[config.mk]
export PLATFORM = sky130hd
export DESIGN_NAME = vc_trace_capture
export DESIGN_NICKNAME = d
export VERILOG_FILES = /design/src/rtl/vc_trace_capture.sv
export SDC_FILE = /design/constraint.sdc
export NUM_CORES = 1
export LEC_CHECK = 0
export ABC_AREA = 1
export CAP_MARGIN = 20
export CORE_MARGIN = 1
export CORE_UTILIZATION = 55
export CTS_CLUSTER_SIZE = 24
export DETAILED_ROUTE_END_ITERATION = 16
export GPL_TIMING_DRIVEN = 0
export PLACE_DENSITY_LB_ADDON = 0.08
export SYNTH_ARGS = -nofsm -noshare
export SYNTH_HDL_FRONTEND = slang
export SYNTH_SLANG_ARGS = --single-unit
[constraint.sdc]
create_clock -name clk -period 4.4 [get_ports clk]
set_input_delay 0.66 -clock clk [delete_from_list [all_inputs] [get_ports clk]]
set_output_delay 0.66 -clock clk [all_outputs]
set_load 0.005 [all_outputs]
[src/rtl/vc_trace_capture.sv]
// Trace capture buffer for val/rdy channels: records stamped channel snapshots
// around a trigger, in wrap (flight recorder) or fill-and-stop mode, then drains them oldest first.
module vc_trace_capture #(
   parameter int p_nchan = 4,
   parameter int p_nbits = 8,
   parameter int p_depth = 16,
   parameter int p_cbits = 16,
   localparam int W = p_cbits + 2*p_nchan + p_nchan*p_nbits,
   localparam int A = $clog2(p_depth) + 1
) (
   input  logic                       clk,
   input  logic                       reset,
   input  logic                       mode,
   input  logic                       arm,
   input  logic                       trig,
   input  logic [A-1:0]               post_count,
   input  logic [p_nchan-1:0]         chan_val,
   input  logic [p_nchan-1:0]         chan_rdy,
   input  logic [p_nchan*p_nbits-1:0] chan_msg,
   output logic                       out_val,
   input  logic                       out_rdy,
   output logic [W-1:0]               out_msg,
   output logic [1:0]                 state,
   output logic [A-1:0]               count
);

   // state    | meaning
   // IDLE     | waiting for arm; buffer contents held
   // CAPTURE  | recording events, waiting for trig
   // POST     | recording events until the post counter expires
   // DRAIN    | presenting entries oldest first on out_val/out_rdy
   typedef enum logic [1:0] {
      ST_IDLE    = 2'd0,
      ST_CAPTURE = 2'd1,
      ST_POST    = 2'd2,
      ST_DRAIN   = 2'd3
   } state_t;

   localparam int PW = $clog2(p_depth);
   localparam logic [A-1:0] c_full    = A'(p_depth);
   localparam logic [A-1:0] c_full_m1 = A'(p_depth - 1);
   localparam logic [A-1:0] c_one     = A'(1);

   state_t               state_q, state_d;
   logic [A-1:0]         count_q, count_d;
   logic [A-1:0]         post_q, post_d;
   logic [PW-1:0]        wptr_q, wptr_d;
   logic [PW-1:0]        rptr_q, rptr_d;
   logic [p_cbits-1:0]   stamp_q, stamp_d;
   logic [W-1:0]         mem_q [p_depth];

   logic                 is_event;
   logic                 full;
   logic                 stop_full;
   logic                 to_drain;
   logic                 wr_en;
   logic [W-1:0]         wr_data;

   assign is_event = |chan_val;
   assign full     = (count_q == c_full);
   assign stop_full = full && mode;
   assign wr_data  = {stamp_q, chan_val, chan_rdy, chan_msg};

   always_comb begin
      state_d  = state_q;
      count_d  = count_q;
      post_d   = post_q;
      wptr_d   = wptr_q;
      rptr_d   = rptr_q;
      stamp_d  = stamp_q + 1'b1;
      wr_en    = 1'b0;
      to_drain = 1'b0;
      case (state_q)
         ST_IDLE: begin
            if (arm) begin
               state_d = ST_CAPTURE;
               count_d = '0;
               post_d  = '0;
               wptr_d  = '0;
               rptr_d  = '0;
            end
         end
         ST_CAPTURE, ST_POST: begin
            if (is_event) begin
               if (stop_full) begin
                  to_drain = 1'b1;
               end else begin
                  wr_en  = 1'b1;
                  wptr_d = wptr_q + 1'b1;
                  // a full wrap-mode buffer drops its oldest entry
                  if (full) rptr_d = rptr_q + 1'b1;
                  else      count_d = count_q + 1'b1;
                  if (mode && (count_q == c_full_m1)) to_drain = 1'b1;
               end
            end
            if (state_q == ST_CAPTURE) begin
               if (trig) begin
                  post_d = post_count;
                  if (post_count == '0) to_drain = 1'b1;
                  else                  state_d  = ST_POST;
               end
            end else if (is_event && !stop_full) begin
               post_d = post_q - 1'b1;
               if (post_q == c_one) to_drain = 1'b1;
            end
            if (to_drain) state_d = ST_DRAIN;
         end
         ST_DRAIN: begin
            if (count_q == '0) begin
               state_d = ST_IDLE;
            end else if (out_rdy) begin
               rptr_d  = rptr_q + 1'b1;
               count_d = count_q - 1'b1;
               if (count_q == c_one) state_d = ST_IDLE;
            end
         end
         default: state_d = ST_IDLE;
      endcase
   end

   always_ff @(posedge clk) begin
      if (!reset) begin
         state_q <= ST_IDLE;
         count_q <= '0;
         post_q  <= '0;
         wptr_q  <= '0;
         rptr_q  <= '0;
         stamp_q <= '0;
      end else begin
         state_q <= state_d;
         count_q <= count_d;
         post_q  <= post_d;
         wptr_q  <= wptr_d;
         rptr_q  <= rptr_d;
         stamp_q <= stamp_d;
      end
   end

   // buffer storage is deliberately not cleared by reset
   always_ff @(posedge clk) begin
      if (reset && wr_en) mem_q[wptr_q] <= wr_data;
   end

   assign out_val = (state_q == ST_DRAIN) && (count_q != '0);
   assign out_msg = mem_q[rptr_q];
   assign state   = state_q;
   assign count   = count_q;

endmodule
# Yosys cells after proc, flatten, opt, wreduce, memory -nomap -nowiden
# Memories as Yosys holds them, arrays and structs flattened. A register that Yosys moved wholly into a read port is not among the register bits.
# Index checks and enable logic that the tools add are counted.
# totals
ram_bits	896
out_inout_bits	64
in_bits	51
memories	1
latch_bits	0
regBits	36
romBits	0
elab_cells	98
# memory_table
memory	depth	width	read_ports	rd_ports_with_merged_regs	write_ports	line_no	text
mem_q	16	56	1	1	1	50	logic [W-1:0] mem_q [p_depth];
# classes
div	0
multipliers	0
magnitude_cmp	0
mux	46
n_eq_ne	21
bitwise_logic	0
n_reduce_logical	18
add_sub_neg	6
shifts	0
# ops
operator	count
2-to-1 mux 5 bit	9
2-to-1 mux 4 bit	10
!= test 3 bit (second input constant)	7
AND reduction 6 bit	3
adder 16 x 1 -> 16 bit (second input constant)	1
2-to-1 mux 2 bit	8
one-hot mux 5 bit (3 select lines)	1
2-to-1 mux 1 bit	14
!= test 2 bit (second input constant)	7
one-hot mux 4 bit (3 select lines)	1
== test 5 x 1 -> 1 bit (second input constant)	2
zero test 5 bit	2
one-hot mux 5 bit (2 select lines)	1
subtractor 5 x 1 -> 5 bit (second input constant)	2
adder 4 x 1 -> 4 bit (second input constant)	2
one-hot mux 4 bit (2 select lines)	1
AND reduction 4 bit	2
one-hot mux 2 bit (3 select lines)	1
adder 5 x 1 -> 5 bit (second input constant)	1
== test 5 x 4 -> 1 bit (second input constant)	1
== test 5 bit (second input constant)	1
logical AND 1 bit	5
nonzero test 5 bit	1
== test 2 bit (second input constant)	2
other kinds (6)	6

# Longest topological paths before layout
# logic_depth
ltp_word	11
mapped_depth	13
mapped_depth_nobuf	13

# Worst setup path after synthesis
# OpenSTA, ideal clock, no wires.
# synth_timing
path_type	reg-to-reg
startpoint	register state_q[0] (netlist: state[0])
endpoint	memory mem_q[0][0] (netlist bit) (enable)
period_less_slack_ns	4.328
n_path_buf	1
setup_ns	0.470
required_ns	3.930
setup_slack_ns	0.072
path_stages_with_launch	8
arrival_ns	3.858
cell_sequence	dfxtp_1 inv_1 ha_1 inv_2 clkbuf_1 nor3_2 nand2_1 nor2_1
# synth_between
elab_chain_cells	6
elab_cells_between_ends	7
classes_between	eq/ne (2); mux (3); reduce/logical (2)
# synth_lines
element	line_no	text
start, declared	44	state_t state_q, state_d;
start signal, assigned	130	state_q <= state_d;
== test 2 x 1 -> 1 bit or == test 2 bit (tied branches)	73	case (state_q)
OR reduction 2 bit *	73	
2-to-1 mux 1 bit *	73	
logical AND 1 bit *	141	if (reset && wr_en) mem_q[wptr_q] <= wr_data;
2-to-1 mux 1 bit *	141	
2-to-1 mux 1 bit (not written as such) *	141	
end, declared	50	
# Mark *: on every way between the ends. The rest lies on a longest branch, timed or not.

==> impl_results.md <==
- Final worst-path setup slack: 0.0798 ns
- DPL Wire Length: 73300 um
- Number of setup buffers added after CTS: 0
- Post-Synthesis Net Count: 3038
- Global-route wire length before repair: 164000 um
- Outcome: complete, no violations
- DRC violation count after routing: 0
- CTS H-Tree Depth: 3
- Final critical-path required period: 4.32 ns
- Post-synthesis average cell area: 12.6 um^2
- Ranking of synthesized cells by instance count: edfxtp_1, nor2_1, o21ai_0
- Maximum fanout count along the critical path: 10
- Die boundary width: 263 um
- Setup clock skew after layout: 0.0199 ns
- Routed vias: 26100
- Share of synthesized flip-flops with an asynchronous set or reset: 0%
- Initial DRC Count: 3465
- Number of antenna violations at the first check in global routing: 4
- Highest ir drop seen on vdd: 0.000338 V
- Ranking of synthesized cells by area: edfxtp_1, nor2_1, o21ai_0
- PwrDens: 550 nW/um^2
- Setup repair after global routing missed its margin: false
- Number of hold buffers added after cts: 0
- Number of fill cells in the layout: 4952
- Mean routed wirelength per cell: 27.1 um
- Yosys reg bits: 936
- Count of maximum capacitance violations: 0
- Worst min-delay path category: register to register
- Fin. max-slew vios: 0
- Number of failing hold endpoints at the final stage: 0
- Arrival time reported for the critical path endpoint: 3.66 ns
- Post-DRT Antenna Nets: 0
- Static power due to leakage: 14.3 nW
- CTS Buf Count: 95
- Number of top-level pins: 115
- Unique cell type count in the Yosys netlist: 32
- Sequential-to-total area share from yosys stat: 73.9%
- Peak Freq: 0.231 GHz
- Die ar.: 69200 um^2
- Kind of start point of the critical path: register
- Clock insertion delay at the later pin of the skew report: 0.65 ns
- Number of warnings issued by yosys: 0
- Highest signal layer in the routed design: met5
- Synth-to-layout area growth: 16.7%
- Worst Hold Margin: 0.510 ns
- Wire length the detailed router placed on met1: 44300 um
- Ratio of routed vias to standard cells: 6.24
- Fraction of layout cells with a size suffix above 1: 8.57%
- Via count of the first global-routing pass: 24900
- Input/output buffers: 114
- Core area: 67300 um^2
- Most area-hungry cell type in the Yosys netlist: edfxtp_1
- Final nets: 3289
- Met3 WL post-DR: 12200 um
- CTS sink cnt: 936
- Wire length on met2: 53100 um
- Proportion of netlist area held by the largest area contributor: 71.8%
- Dominant cell by count in the synthesized netlist: edfxtp_1
- Longest Clk Path Bufs: 3
- Prevailing post-synth register cell: edfxtp_1
- Remaining max-slew budget at the tightest pin: 19.4%
- Root Driver: clkbuf_16
- Post-synthesis instance area: 37500 um^2
- First-pass DRT Iterations: 6
- # setup viols final: 0
- Overflow left after global routing: 0
- Floorplan row count: 95
- Final Cycle Share: 98.2%
- Die height: 263 um
- Worst path required time: 3.74 ns
- Slew of the pin with the lowest slew margin: 1.21 ns
- CP endpoint kind: primary output
- Largest net degree at the start of global routing: 24
- Initial Utilization: 55.7%
- Reg clk slew, reported paths: 0.06 ns
- Number of enable-type register cells in the synthesized netlist: 896
- Clock tree from TritonCTS: done
- Wire length reported by the detailed router: 113000 um
- Total global-route track usage: 32.6%
- Worst slack at placement: -0.0422 ns
- GP Congestion: 0.860
- Setup CP Type: register to primary output
- Synthesized instance count: 2971
-- metrics by stage --
stage          total power, mW  utilization [%]  setup TNS [ns]  instances  area (um^2)
2_1_floorplan             13.6                -               0       2971        37500
4_1_cts                   24.0             65.0               0       4173        43700
6_report                  24.0             65.0               0       4178        43700
3_3_place_gp              16.1             59.0        -3716.98       3958        39700
5_1_grt                   24.9             65.0               0       4175        43700
3_5_place_dp              16.3             60.5           -1.48       3998        40700
-- cells by family after synthesis --
group / after synthesis / synth area share, %
adders and majority gates: 16 / 0.534
buffers and inverters: 242 / 3.08
xor gates and xnor gates: 2 / 0.0467
and+or+nand+nor: 1003 / 10.6
AOI/OAI and AO/OA: 772 / 11.8
DFF: 936 / 73.9
-- layer usage --
layer | up-vias | GRT usage (%)
met5 | - | 0
met2 | 1591 | 52.1
met1 | 12900 | 45.4
met4 | 4 | 11.3
li1 | 11400 | -
met3 | 206 | 5.90
-- layout make-up --
class | instances | area [um^2] | share of cell area, %
antenna | 4 | 10.0 | 0.0229
tap | 873 | 1090 | 2.50
inverter | 52 | 200 | 0.458
timing repair buffer | 155 | 2040 | 4.65
multi-input combinational | 1793 | 8740 | 20.0
sequential | 936 | 27700 | 63.3
clock buffer | 114 | 2530 | 5.79
clock inverter | 62 | 475 | 1.09
buffer | 189 | 955 | 2.18
-- placed cells by master (no fill, tap or decap), drive strengths merged, types with 4 or more instances in the layout --
cell and count:
a21oi 31, buf 133, bufinv 7, clkbuf 211, clkdlybuf4s50 114, clkinv 51
dfxtp 40, diode 4, edfxtp 896, ha 16, inv 55, nand2 141
nand3 102, nand4 6, nor2 739, nor3 9, o211ai 224, o21ai 515
or2 4
-- worst max-delay path, stage by stage, from the launching register on --
cell and delay, ns:
dfxtp_1 0.49, clkbuf_1 0.62, clkbuf_1 0.95, nand3_1 0.26, nand2_1 0.17, clkdlybuf4s50_1 0.51
-- report_power, final --
part / switching (mW) / leakage, nW / internal, mW
combinational: 4.07 / 4.17 / 2.00
clock: 3.36 / 1.50 / 4.50
sequential: 0.104 / 8.61 / 10.0
-- worst paths after layout --
path | startpoint | endpoint | slack (ns) | cells past startpoint
setup / recovery | register | out_msg[42] | 0.08 | 5
hold / removal | rptr_q[3]$_SDFFE_PN0P_ | rptr_q[3]$_SDFFE_PN0P_ | 0.51 | 2
setup reg to reg | state[0]$_SDFFE_PN0P_ | mem_q[0][26]$_DFFE_PP_ | 0.79 | 9
hold reg to reg | rptr_q[3]$_SDFFE_PN0P_ | rptr_q[3]$_SDFFE_PN0P_ | 0.51 | 2
-- registers in the layout, indices dropped and copies added, names as in the netlist, named ones only --
signal,count
state,2
stamp_q,16
mem_q,896
rptr_q,4
post_q,5
wptr_q,4
count,5
-- repair_timing --
| action | CTS | global route |
|---|---|---|
| pin swaps | 0 | 0 |
| resized for setup | 2 | 3 |
| setup endpoints to repair | 12 | 1 |
No activity file was read; power rests on OpenSTA's default activity.
